File: src/rtl/perf_counter_bank.sv
// Performance counter bank: cycle, retired-instruction and generic event counters
// with halt freeze, cycle-limit watchdog, snapshot registers and a registered readout.
module perf_counter_bank #(
   parameter int NUM_CH      = 4,
   parameter int CNT_W       = 32,
   parameter int SATURATE    = 1,
   parameter int CYCLE_LIMIT = 100000,
   parameter int SEL_W       = $clog2(NUM_CH + 2)
) (
   input  logic                clk,
   input  logic                rst_n,
   input  logic                en,
   input  logic [NUM_CH-1:0]   evt,
   input  logic                retire,
   input  logic                halt,
   input  logic                clr,
   input  logic                snap,
   input  logic                rd_en,
   input  logic [SEL_W-1:0]    rd_sel,
   output logic [CNT_W-1:0]    rd_data,
   output logic                rd_valid,
   output logic [NUM_CH+1:0]   ovf,
   output logic                frozen,
   output logic                timeout
);

   localparam int NC = NUM_CH + 2;
   // A limit that cannot be represented in CNT_W bits can never be reached.
   localparam bit LIMIT_OK = (CYCLE_LIMIT > 0) && ($clog2(CYCLE_LIMIT + 1) <= CNT_W);

   typedef enum logic [1:0] {
      RUN     = 2'd0,
      FROZEN  = 2'd1,
      TIMEOUT = 2'd2
   } stateT;

   stateT            stateReg;
   logic [CNT_W-1:0] cntReg  [NC];
   logic [CNT_W-1:0] cntNext [NC];
   logic [CNT_W-1:0] snapReg [NC];
   logic [NC-1:0]    incVec;
   logic [NC-1:0]    wrapHit;
   logic             counting;
   logic             limitHit;
   logic [CNT_W-1:0] rdMux;

   assign counting = en && (stateReg == RUN);
   assign incVec   = counting ? {evt, retire | halt, 1'b1} : '0;

   generate
      for (genvar gi = 0; gi < NC; gi++) begin : gCnt
         assign wrapHit[gi] = incVec[gi] && (&cntReg[gi]);
         assign cntNext[gi] = !incVec[gi]    ? cntReg[gi] :
                              (&cntReg[gi])  ? ((SATURATE != 0) ? cntReg[gi] : '0) :
                                               cntReg[gi] + CNT_W'(1);
      end
   endgenerate

   assign limitHit = LIMIT_OK && incVec[0] && (cntNext[0] == CNT_W'(CYCLE_LIMIT));

   always_comb begin
      rdMux = '0;
      for (int k = 0; k < NC; k++) begin
         if (rd_sel == SEL_W'(k)) rdMux = snapReg[k];
      end
   end

   always_ff @(posedge clk) begin
      if (!rst_n) begin
         stateReg <= RUN;
         for (int k = 0; k < NC; k++) begin
            cntReg[k]  <= '0;
            snapReg[k] <= '0;
         end
         ovf      <= '0;
         frozen   <= 1'b0;
         timeout  <= 1'b0;
         rd_data  <= '0;
         rd_valid <= 1'b0;
      end else begin
         if (clr) begin
            stateReg <= RUN;
            for (int k = 0; k < NC; k++) begin
               cntReg[k]  <= '0;
               snapReg[k] <= '0;
            end
            ovf     <= '0;
            frozen  <= 1'b0;
            timeout <= 1'b0;
         end else begin
            for (int k = 0; k < NC; k++) cntReg[k] <= cntNext[k];
            ovf <= ovf | wrapHit;
            // Halt takes priority over the watchdog; both capture the final increments.
            if (counting && halt) begin
               stateReg <= FROZEN;
               frozen   <= 1'b1;
               for (int k = 0; k < NC; k++) snapReg[k] <= cntNext[k];
            end else if (limitHit) begin
               stateReg <= TIMEOUT;
               timeout  <= 1'b1;
               for (int k = 0; k < NC; k++) snapReg[k] <= cntNext[k];
            end else if (snap) begin
               for (int k = 0; k < NC; k++) snapReg[k] <= cntReg[k];
            end
         end
         rd_valid <= rd_en;
         rd_data  <= rd_en ? rdMux : '0;
      end
   end

endmodule

File: config.mk
export PLATFORM = sky130hd
export DESIGN_NAME = perf_counter_bank
export DESIGN_NICKNAME = d
export VERILOG_FILES = /design/src/rtl/perf_counter_bank.sv
export SDC_FILE = /design/constraint.sdc
export NUM_CORES = 1
export LEC_CHECK = 0
export BUFFER_PORTS_ARGS = -buffer_cell sky130_fd_sc_hd__buf_2
export CORE_AREA = 2 2 315 317
export DETAILED_ROUTE_END_ITERATION = 10
export DIE_AREA = 0 0 317 319
export GPL_ROUTABILITY_DRIVEN = 0
export HOLD_SLACK_MARGIN = 0.12
export PLACE_DENSITY = 0.4
export SLEW_MARGIN = 10
export SYNTH_ARGS = -nofsm -noshare
export SYNTH_HDL_FRONTEND = slang
export SYNTH_SLANG_ARGS = --single-unit
File: constraint.sdc
create_clock -name clk -period 9.1 [get_ports clk]
set_input_delay 0.91 -clock clk [delete_from_list [all_inputs] [get_ports clk]]
set_output_delay 0.91 -clock clk [all_outputs]
set_load 0.02 [all_outputs]
==> summary.txt, run 1 <==
Run status
  – Outcome: completed

Die
  – Chip height: 319 um
  – Die W: 317 um
  – DIE AREA: 0.101 mm2
  – Area of the core: 0.0977 mm2
  – Site row count: 115
  – Initial Utilization: 23.8%
  – I/O pin count: 56

STA
  – F_max: 153 MHz
  – Fin. max-slew vios: 0
  – Setup violations, final: 0
  – Slew Limit Headroom: 31.0%
  – PnR worst setup slack: 2.54 ns
  – Post-route clock skew: 0.0453 ns
  – Final min period: 6.56 ns
  – RSZ-0062 raised after global routing: false
  – Worst slew pin tran: 1.03 ns
  – Setup_tns: 0 ns
  – Final Hold Viols: 0
  – Tcrit/Tclk final: 72.0%

Global routing
  – Initial antenna violation count: 2
  – Global-route wire length before repair: 121 mm
  – Largest net degree at the start of global routing: 160
  – Overflow after GRT: 0
  – Vias in the first global route: 17652
  – Total track usage: 16.1%

Clock network
  – Clock buffer depth: 3
  – Clock transition at path regs: 0.06 ns
  – CTS tree: done
  – CTS Sinks: 427
  – Hold Buf Count CTS: 0
  – # H-tree levels: 2
  – CTS root buf: clkbuf_16
  – Resize count post-CTS: 0
  – Worst skew pair latency: 0.64 ns
  – Setup bufs post-CTS: 0
  – CTS Buf Count: 51

Synthesis
  – Syn Inst Count: 2152
  – Seq/Total Area, Yosys: 53.3%
  – EDFF count, synth: 384
  – Synth cell types: 73
  – Mapped cell area: 0.0233 mm2
  – Ys Warns: 0
  – Ys flop type: edfxtp_1
  – FF+latch count, synth: 427
  – Avg Cell Area, Syn: 10.8 um2
  – Async SR Flop Fraction: 0%

Final layout
  – Synth-to-Final Area Change: 17.0%
  – Final nets: 2345
  – FILL cells: 10158
  – Share of layout cells above drive strength 1: 11.7%

Drt
  – DRT Pass-1 Iters: 5
  – Vias per cell: 4.94
  – Detail Route Antenna Nets: 0
  – First DRT Iteration DRCs: 1526
  – Residual DRC count: 0
  – Wire length per cell: 22.4 um
  – Vias: 18048
  – WL final: 81.9 mm

Placed design
  – Setup slack at placement: 2.35 ns
  – Input/output buffers: 55
  – Post-DP HPWL: 56.3 mm

Worst hold path
  – Tightest Hold Check Type: flop to flop

Pwr
  – Comb power frac: 7.4%
  – Sequential power share: 49.3%
  – LEAKAGE: 9.67 nW
  – Clock Power Share: 43.2%
  – Power per cell area: 177 mW/mm2
  – Int Power: 3.58 mW
  – Sw Share: 25.7%
  – P_sw: 1.24 mW
  – Peak supply drop: 138 uV

Worst setup path
  – Data arrival, critical path: 6.80 ns
  – Critical path fanouts, max: 44
  – Setup crit end kind: flop
  – Critical Path RT: 9.34 ns
  – CP startpoint kind: flop
  – Crit Path Category: flop to flop

Run
  – MaxCap Viol Count: 0
==> routing by layer <==
layer  wire length [um]  track usage, %
met2              38200            25.9
met5                 27               0
met1              37700            22.4
met4               2420            4.80
met3               3500            2.07
==> final timing paths <==
path	from	end	slack, ns	depth (start not counted)
worst max-delay path	cntReg[0][0]	snapReg[3][11]	2.54	11
worst min-delay path	ovf[1]	ovf[1]	0.46	2
worst max register to register	cntReg[0][0]	snapReg[3][11]	2.54	11
worst min register to register	ovf[1]	ovf[1]	0.46	2
==> power by group through the flow <==
stage | sequential, mW | clock, mW | combinational (mW)
final | 2.38 | 2.08 | 0.358
after global routing | 2.39 | 2.22 | 0.392
after CTS | 2.38 | 2.15 | 0.359
after detailed placement | 2.42 | 0 | 0.357
after global placement | 2.42 | 0 | 0.355
after floorplan | 2.35 | 0 | 0.244
==> synth_stat cells, drive strengths merged, types with 33 or more instances <==
cell / instances / area [um2]
edfxtp: 384 / 11500
nor2: 249 / 935
nand2: 186 / 698
nand3: 124 / 621
clkbuf: 114 / 428
xor2: 78 / 683
a22o: 76 / 666
a21oi: 63 / 319
nand4: 57 / 357
a221o: 49 / 490
buf: 47 / 249
a211oi: 43 / 323
dfxtp: 43 / 861
and2: 40 / 250
o211ai: 40 / 300
and3: 39 / 244
o21ai: 39 / 203
nor3: 37 / 185
xnor2: 37 / 324
mux2: 33 / 372
==> kinds of logic after synthesis <==
logic type               synth area share, %
AND/OR/NAND/NOR                         18.7
AO/OA/AOI/OAI                           15.2
flip-flops                              53.3
buffers and inverters                   3.38
XOR/XNOR                                4.33
multiplexers                            4.78
adder cells (fa/ha/maj)                0.323
other                                 0.0161
==> sequential cells by signal, indices dropped and copies added (netlist names) <==
name	cells
snapReg	192
ovf	6
rd_data	32
stateReg	2
rd_valid	1
frozen	1
timeout	1
cntReg	192
==> cell type report <==
type                    instances  area [um2]  share of cell area (%)
flip-flops and latches        427       12400                    45.5
multi-input cells            1726       10900                    39.9
well taps                    1287        1610                    5.91
clock buffers                  78        1510                    5.55
repair buffers                 89         558                    2.05
clock inverters                16         168                   0.616
inverters                      29         109                   0.400
diodes                          1        2.50                 0.00919
==> cells in the final DEF (no fill, tap or decap), drive strengths merged, types with 8 or more instances in the layout <==
master / n
edfxtp: 384
clkinv: 10
dfxtp: 43
nand2: 186
xor2: 78
and3: 39
a31oi: 12
o21ai: 39
a211oi: 43
a21o: 13
a221oi: 12
o21a: 23
a221o: 49
nor2: 249
nand2b: 20
conb: 192
xnor2: 37
mux2: 33
nand4: 57
clkbuf: 78
a22o: 76
or4: 8
nor4: 32
a211o: 11
a22oi: 32
nor2b: 8
o211ai: 40
or3: 30
nor3: 37
inv: 32
and2: 40
buf: 89
and4: 21
o221ai: 12
or2: 22
nand3: 124
mux4: 32
a21oi: 63
==> worst max-delay path, stage by stage (launching register included) <==
cell and delay [ns]:
edfxtp_1 0.50, ha_1 0.26, nand3_1 0.30, nor4_1 0.78
and3_1 0.68, o21ai_0 0.19, a2111oi_0 0.61, and4_1 0.39
nand3_4 0.53, nand2_4 0.64, or3_4 0.65, buf_4 0.55
==> through the flow <==
| stage | utilization [%] | power, mW | hold WS, ns | cells | area, um2 |
|---|---|---|---|---|---|
| after global routing | 27.9 | 5.00 | 0.493 | 3652 | 27200 |
| after detailed placement | 26.1 | 2.77 | 0.452 | 3558 | 25500 |
| after floorplan | - | 2.60 | 0.457 | 2343 | 24000 |
| after global placement | 26.1 | 2.77 | 0.450 | 3558 | 25500 |
| final | 27.9 | 4.82 | 0.457 | 3653 | 27200 |
| after CTS | 27.9 | 4.88 | 0.461 | 3652 | 27200 |
(Power assumes the default switching activity.)
==> run 2, diff against run 1 <==
Settings changed: PLACE_DENSITY 0.4 to 0.42.
Clock period 9.1 ns to 5.6 ns, I/O delays scaled along.
==> summary.txt, run 2 (same netlist as run 1, synthesis figures left out) <==
STA
  – F_max: 206 MHz (+35%)
  – Setup violations, final: 0 (unchanged)
  – Worst slew pin tran: 1.10 ns (+0.0767 ns)
  – Slew Limit Headroom: 25.9% (-5.1 points)
  – RSZ-0062 raised after global routing: false
  – Tcrit/Tclk final: 86.6% (+15 points)
  – Fin. max-slew vios: 0 (unchanged)
  – Final Hold Viols: 0 (unchanged)
  – Post-route clock skew: 0.0421 ns (-0.00320 ns)
  – Final min period: 4.85 ns (-1.71 ns)
  – Setup_tns: 0 ns (unchanged)

Worst hold path
  – Hold wc startpoint: evt[1]
  – Tightest Hold Check Type: primary input to flop
  – Hold Path End: ovf[3]
  – Hold Crit Depth: 3 (+1)

Worst setup path
  – Crit Path Category: flop to flop
  – Critical path fanouts, max: 32 (-27%)
  – Reg-to-reg startpoint: cntReg[0][0]
  – Setup crit end kind: flop
  – CP startpoint kind: flop
  – Data arrival, critical path: 5.14 ns (-1.66 ns)
  – R2r setup slk: 0.75 ns (-1.79 ns)
  – RR Endpoint: snapReg[4][7]
  – Critical Path RT: 5.89 ns (-3.45 ns)
  – FF-to-FF path depth: 12 (+1)

Drt
  – Vias per cell: 4.96 (+0.38%)
  – Residual DRC count: 0 (unchanged)
  – Vias: 18152 (+0.58%)
  – DRT Pass-1 Iters: 5 (unchanged)
  – WL final: 80.7 mm (-1.4%)
  – First DRT Iteration DRCs: 1660 (+8.8%)
  – Wire length per cell: 22.1 um (-1.6%)
  – Detail Route Antenna Nets: 0 (unchanged)

Global routing
  – Vias in the first global route: 17434 (-1.2%)
  – Grt met2 use: 24.1% (-1.8 points)
  – Overflow after GRT: 0 (unchanged)
  – M1 GR Usage: 21.8% (-0.55 points)
  – Met3 Use GR: 3.14% (+1.1 points)
  – Largest net degree at the start of global routing: 109 (-32%)
  – Initial antenna violation count: 3 (+1)
  – Total track usage: 15.8% (-0.32 points)
  – Grt peak-use layer: met2
  – Global-route wire length before repair: 119 mm (-2.2%)

Clock network
  – Worst skew pair latency: 0.62 ns (-0.02 ns)
  – Clock transition at path regs: 0.06 ns (about the same)
  – CTS Sinks: 427 (unchanged)
  – Setup bufs post-CTS: 0 (unchanged)
  – CTS tree: done
  – Resize count post-CTS: 0 (unchanged)
  – Hold Buf Count CTS: 0 (unchanged)
  – # H-tree levels: 2 (unchanged)
  – Clock buffer depth: 3 (unchanged)
  – CTS root buf: clkbuf_16
  – CTS Buf Count: 52 (+2.0%)

Final layout
  – Biggest regs: cntReg (192), snapReg (192), rd_data (32)
  – Final core utilization: 28.0% (+0.12 points)
  – Share of layout cells above drive strength 1: 12.1% (+0.39 points)
  – Most common cell after layout, fill and taps aside: edfxtp_1
  – Most frequent cells in the layout: 384 x edfxtp_1, 248 x nor2_1, 192 x conb_1
  – Synth-to-Final Area Change: 17.5%
  – Final nets: 2350 (+0.21%)

Die
  – Area of the core: 0.0977 mm2 (unchanged)
  – Chip height: 319 um (unchanged)
  – Initial Utilization: 23.8% (unchanged)
  – Die W: 317 um (unchanged)
  – Site row count: 115 (unchanged)
  – I/O pin count: 56 (unchanged)
  – DIE AREA: 0.101 mm2 (unchanged)

Run status
  – Outcome: completed

Placed design
  – Input/output buffers: 55 (unchanged)
  – Post-DP HPWL: 55.3 mm (-1.8%)

Pwr
  – Power per cell area: 289 mW/mm2 (+63%)
  – Peak supply drop: 200 uV (+45%)
  – Total Power: 7.89 mW (+64%)
  – LEAKAGE: 9.75 nW (+0.76%)

Run
  – MaxCap Viol Count: 0 (unchanged)
## run 2: cell types whose count changed in the layout (fill, tap and decap cells not counted), sizes merged
cell / delta
clkbuf: -6
inv: +6
clkinv: +5
buf: +4
bufinv: -1
clkinvlp: -1
## run 2: worst max-delay path: stages (launching register included)
cell and delay [ns]:
edfxtp_1 0.50, ha_1 0.27, nand3_1 0.28, nor4_1 0.37, buf_4 0.20, and3_1 0.58, mux2i_1 0.44, o2111ai_1 0.18
nor4_2 0.53, nand3_4 0.21, and2_4 0.24, or3_4 0.41, buf_4 0.30
## run 2: worst max path at each step
stage,startpoint,endpoint,depth (start not counted)
floorplan,en,snapReg[0][0],13
global placement,en,snapReg[4][26],11
detailed placement,en,snapReg[4][26],11
global route,cntReg[0][0],snapReg[0][24],12
CTS,cntReg[0][0],snapReg[4][7],12
finish,cntReg[0][0],snapReg[4][7],12
## run 2: power by group
| part | internal, mW | switching, mW |
|---|---|---|
| logic | 0.196 | 0.391 |
| registers | 3.67 | 0.195 |
| clock network | 1.98 | 1.46 |
| total | 5.85 | 2.04 |
## run 2: layout make-up
| class | instances | area, um2 |
|---|---|---|
| antenna | 1 | 2.50 |
| clock buffer | 72 | 1540 |
| clock inverter | 25 | 176 |
| fill | 10113 | 70400 |
| inverter | 29 | 109 |
| multi-input combinational | 1726 | 10900 |
| sequential | 427 | 12400 |
| tap | 1287 | 1610 |
| timing repair buffer | 93 | 638 |
## run 2: layer usage
layer | up-vias | part of all wire (%)
met5 | - | 0.0087
met4 | 2 | 3.8
met3 | 129 | 6.7
met2 | 587 | 44
met1 | 8997 | 45
li1 | 8437 | -
## run 2: metrics by stage
step	setup WS, ns	cell area, um2	hold slack [ns]	instances
after floorplan	0.746	24000	0.457	2343
after global placement	0.718	25600	0.457	3562
after detailed placement	0.783	25600	0.458	3562
after CTS	0.818	27300	0.198	3659
after global routing	0.502	27300	0.251	3659
final	0.751	27300	0.233	3660
==> run 3, diff against run 2 <==
Settings changed: ABC_AREA set to 1, CORE_AREA 2 2 315 317 to 2 2 323 325, CTS_CLUSTER_SIZE set to 8, DIE_AREA 0 0 317 319 to 0 0 325 327.
==> summary.txt, run 3 <==
Global routing
  – Overflow after GRT: 0 (unchanged)
  – Global-route wire length before repair: 131 mm (+11%)
  – Vias in the first global route: 20371 (+17%)
  – Largest net degree at the start of global routing: 85 (-22%)
  – Initial antenna violation count: 1 (-2)
  – Total track usage: 16.0% (+0.22 points)

Final layout
  – Synth-to-Final Area Change: 17.5% (about the same)
  – Final nets: 3296 (+40%)
  – Ant. Diodes: 0 (-1)
  – Final core utilization: 27.9% (-0.060 points)
  – Share of layout cells above drive strength 1: 5.47% (-6.6 points)
  – Most frequent cells in the layout: 904 x nand2_1, 384 x edfxtp_1, 302 x nand3_1
  – Biggest regs: cntReg (192), snapReg (192), rd_data (32)
  – Most common cell after layout, fill and taps aside: nand2_1

Pwr
  – Peak supply drop: 253 uV (+26%)
  – Power per cell area: 277 mW/mm2 (-4.0%)
  – LEAKAGE: 11.4 nW (+17%)

Drt
  – WL final: 86.5 mm (+7.1%)
  – DRT Pass-1 Iters: 5 (unchanged)
  – First DRT Iteration DRCs: 1891 (+14%)
  – Detail Route Antenna Nets: 0 (unchanged)
  – Wire length per cell: 18.4 um (-17%)
  – Vias per cell: 4.54 (-8.5%)
  – Residual DRC count: 0 (unchanged)
  – Vias: 21365 (+18%)

Synthesis
  – FF+latch count, synth: 427 (unchanged)
  – EDFF count, synth: 384 (unchanged)
  – Synth top area cells: edfxtp_1 47%, nand2_1 14%, nand3_1 6.2%
  – Synth top area share: 47.1% (-2.4 points)
  – Synth cell count leaders: 904 x nand2_1, 384 x edfxtp_1, 302 x nand3_1, 275 x inv_1, 266 x nor2_1
  – Avg Cell Area, Syn: 7.96 um2 (-26%)
  – Ys Warns: 0 (unchanged)
  – Ys flop type: edfxtp_1
  – Seq/Total Area, Yosys: 50.6% (-2.6 points)
  – Cell taking the most area after synthesis: edfxtp_1
  – Synth cell types: 42 (-42%)
  – Syn Inst Count: 3074 (+43%)
  – Mapped cell area: 0.0245 mm2 (+5.2%)
  – Async SR Flop Fraction: 0% (unchanged)
  – Cell with the most instances after synthesis: nand2_1

STA
  – Setup violations, final: 0 (unchanged)
  – Slew Limit Headroom: 18.7% (-7.2 points)
  – Tcrit/Tclk final: 78.3% (-8.3 points)
  – Post-route clock skew: 0.0521 ns (+0.0100 ns)
  – Final Hold Viols: 0 (unchanged)
  – Worst slew pin tran: 1.21 ns (+0.110 ns)
  – Fin. max-slew vios: 0 (unchanged)
  – Final min period: 4.38 ns (-0.465 ns)
  – Minimum hold slack: 0.380 ns (+0.147 ns)
  – Setup_tns: 0 ns (unchanged)
  – F_max: 228 MHz (+11%)
  – RSZ-0062 raised after global routing: false

Worst setup path
  – R2r setup slk: 1.22 ns (+0.47 ns)
  – Reg-to-reg startpoint: stateReg[1]
  – Critical path fanouts, max: 19 (-41%)
  – FF-to-FF path depth: 13 (+1)
  – RR Endpoint: snapReg[1][7]
  – Crit Path Category: flop to flop
  – Setup crit end kind: flop
  – Critical Path RT: 5.97 ns (+0.08 ns)
  – Data arrival, critical path: 4.76 ns (-0.38 ns)
  – CP startpoint kind: flop

Die
  – Initial Utilization: 23.8% (-0.034 points)
  – Chip height: 327 um (+2.5%)
  – Die W: 325 um (+2.5%)
  – I/O pin count: 56 (unchanged)
  – Site row count: 118 (+2.6%)
  – Area of the core: 0.103 mm2 (+5.3%)
  – DIE AREA: 0.106 mm2 (+5.1%)

Clock network
  – # H-tree levels: 2 (unchanged)
  – Clock transition at path regs: 0.05 ns (about the same)
  – Hold Buf Count CTS: 0 (unchanged)
  – Worst skew pair latency: 0.67 ns (+0.05 ns)
  – CTS tree: done
  – CTS Buf Count: 60 (+15%)
  – Clock buffer depth: 3 (unchanged)
  – Setup bufs post-CTS: 0 (unchanged)
  – CTS root buf: clkbuf_16
  – CTS Sinks: 427 (unchanged)
  – Resize count post-CTS: 0 (unchanged)

Worst hold path
  – Tightest Hold Check Type: primary input to flop
  – Hold wc startpoint: halt
  – Hold Path End: stateReg[0]
  – Hold Crit Depth: 5 (+2)

Placed design
  – Post-DP HPWL: 62.4 mm (+13%)
  – Input/output buffers: 55 (unchanged)

Run status
  – Outcome: completed

Run
  – MaxCap Viol Count: 0 (unchanged)
==> run 3: changes by cell type after synthesis, sizes merged, moves of 39 or more <==
cell / delta
a22o: -76
inv: +246
nor3: +46
a221o: -49
o211ai: -40
o21ai: +109
a211oi: -43
nand2: +723
and2: -39
nand3: +179
a21oi: +172
==> run 3: where the power goes <==
group / switching, mW / leakage [nW] / internal (mW)
clock network: 1.50 / 0.847 / 2.05
logic: 0.444 / 6.00 / 0.154
registers: 0.161 / 4.57 / 3.66
total: 2.10 / 11.4 / 5.86
==> run 3: cells by family (layout without fill, tap and decap cells) <==
group                      after synthesis  after routing  share of synthesized area (%)
adders and majority gates                6              6                          0.307
and+or+nand+nor                       1689           1689                           29.4
AOI/OAI and AO/OA                      443            443                           9.50
DFF                                    427            427                           50.6
other                                    1            192                         0.0153
buffers and inverters                  422            484                           7.04
xor gates and xnor gates                86             86                           3.08
==> run 3: metrics by stage <==
stage                     std cells  cell area [um2]  power [mW]  setup slack (ns)
after global placement         4593            26900        4.48             0.990
after CTS                      4707            28700        8.08              1.17
after floorplan                3265            25200        4.22             -2.68
after global routing           4707            28700        8.28             0.830
after detailed placement       4593            26900        4.48             0.951
final                          4707            28700        7.96              1.22
==> run 3: worst max-delay path by stage <==
stage / from / endpoint / slack (ns) / cells past startpoint
after floorplan: cntReg[0][1] / snapReg[0][0] / -2.68 / 16
after global placement: en / snapReg[1][5] / 0.99 / 12
after detailed placement: en / snapReg[1][5] / 0.95 / 12
after CTS: stateReg[1] / snapReg[1][7] / 1.17 / 13
after global routing: stateReg[1] / snapReg[1][5] / 0.83 / 13
final: stateReg[1] / snapReg[1][7] / 1.22 / 13
==> run 3: area by class of cell <==
type                    instances  area, um2
clock buffers                 110       1710
clock inverters                 4       88.8
fillers                     11324      74200
inverters                     279       1050
multi-input cells            2416      11100
flip-flops and latches        427      12400
well taps                    1380       1730
repair buffers                 91        633
==> run 3: worst max-delay path: stages (launching register included) <==
cell	delay, ns
dfxtp_1	0.38
nor2_1	0.06
nand2_1	0.34
clkinv_1	0.81
o21ai_2	0.68
inv_1	0.47
nand2_2	0.33
clkinv_1	0.32
nand2_1	0.28
nor2_1	0.11
a21oi_1	0.14
nor2_1	0.07
nand2_1	0.06
nand2_1	0.07
==> run 3: routing by layer <==
layer,GRT usage (%),up-vias,part of all wire (%)
met1,23.6,10202,50
met3,2.06,91,4.3
met5,0,-,0
met4,3.65,0,2.0
met2,24.8,465,44
li1,-,10607,-
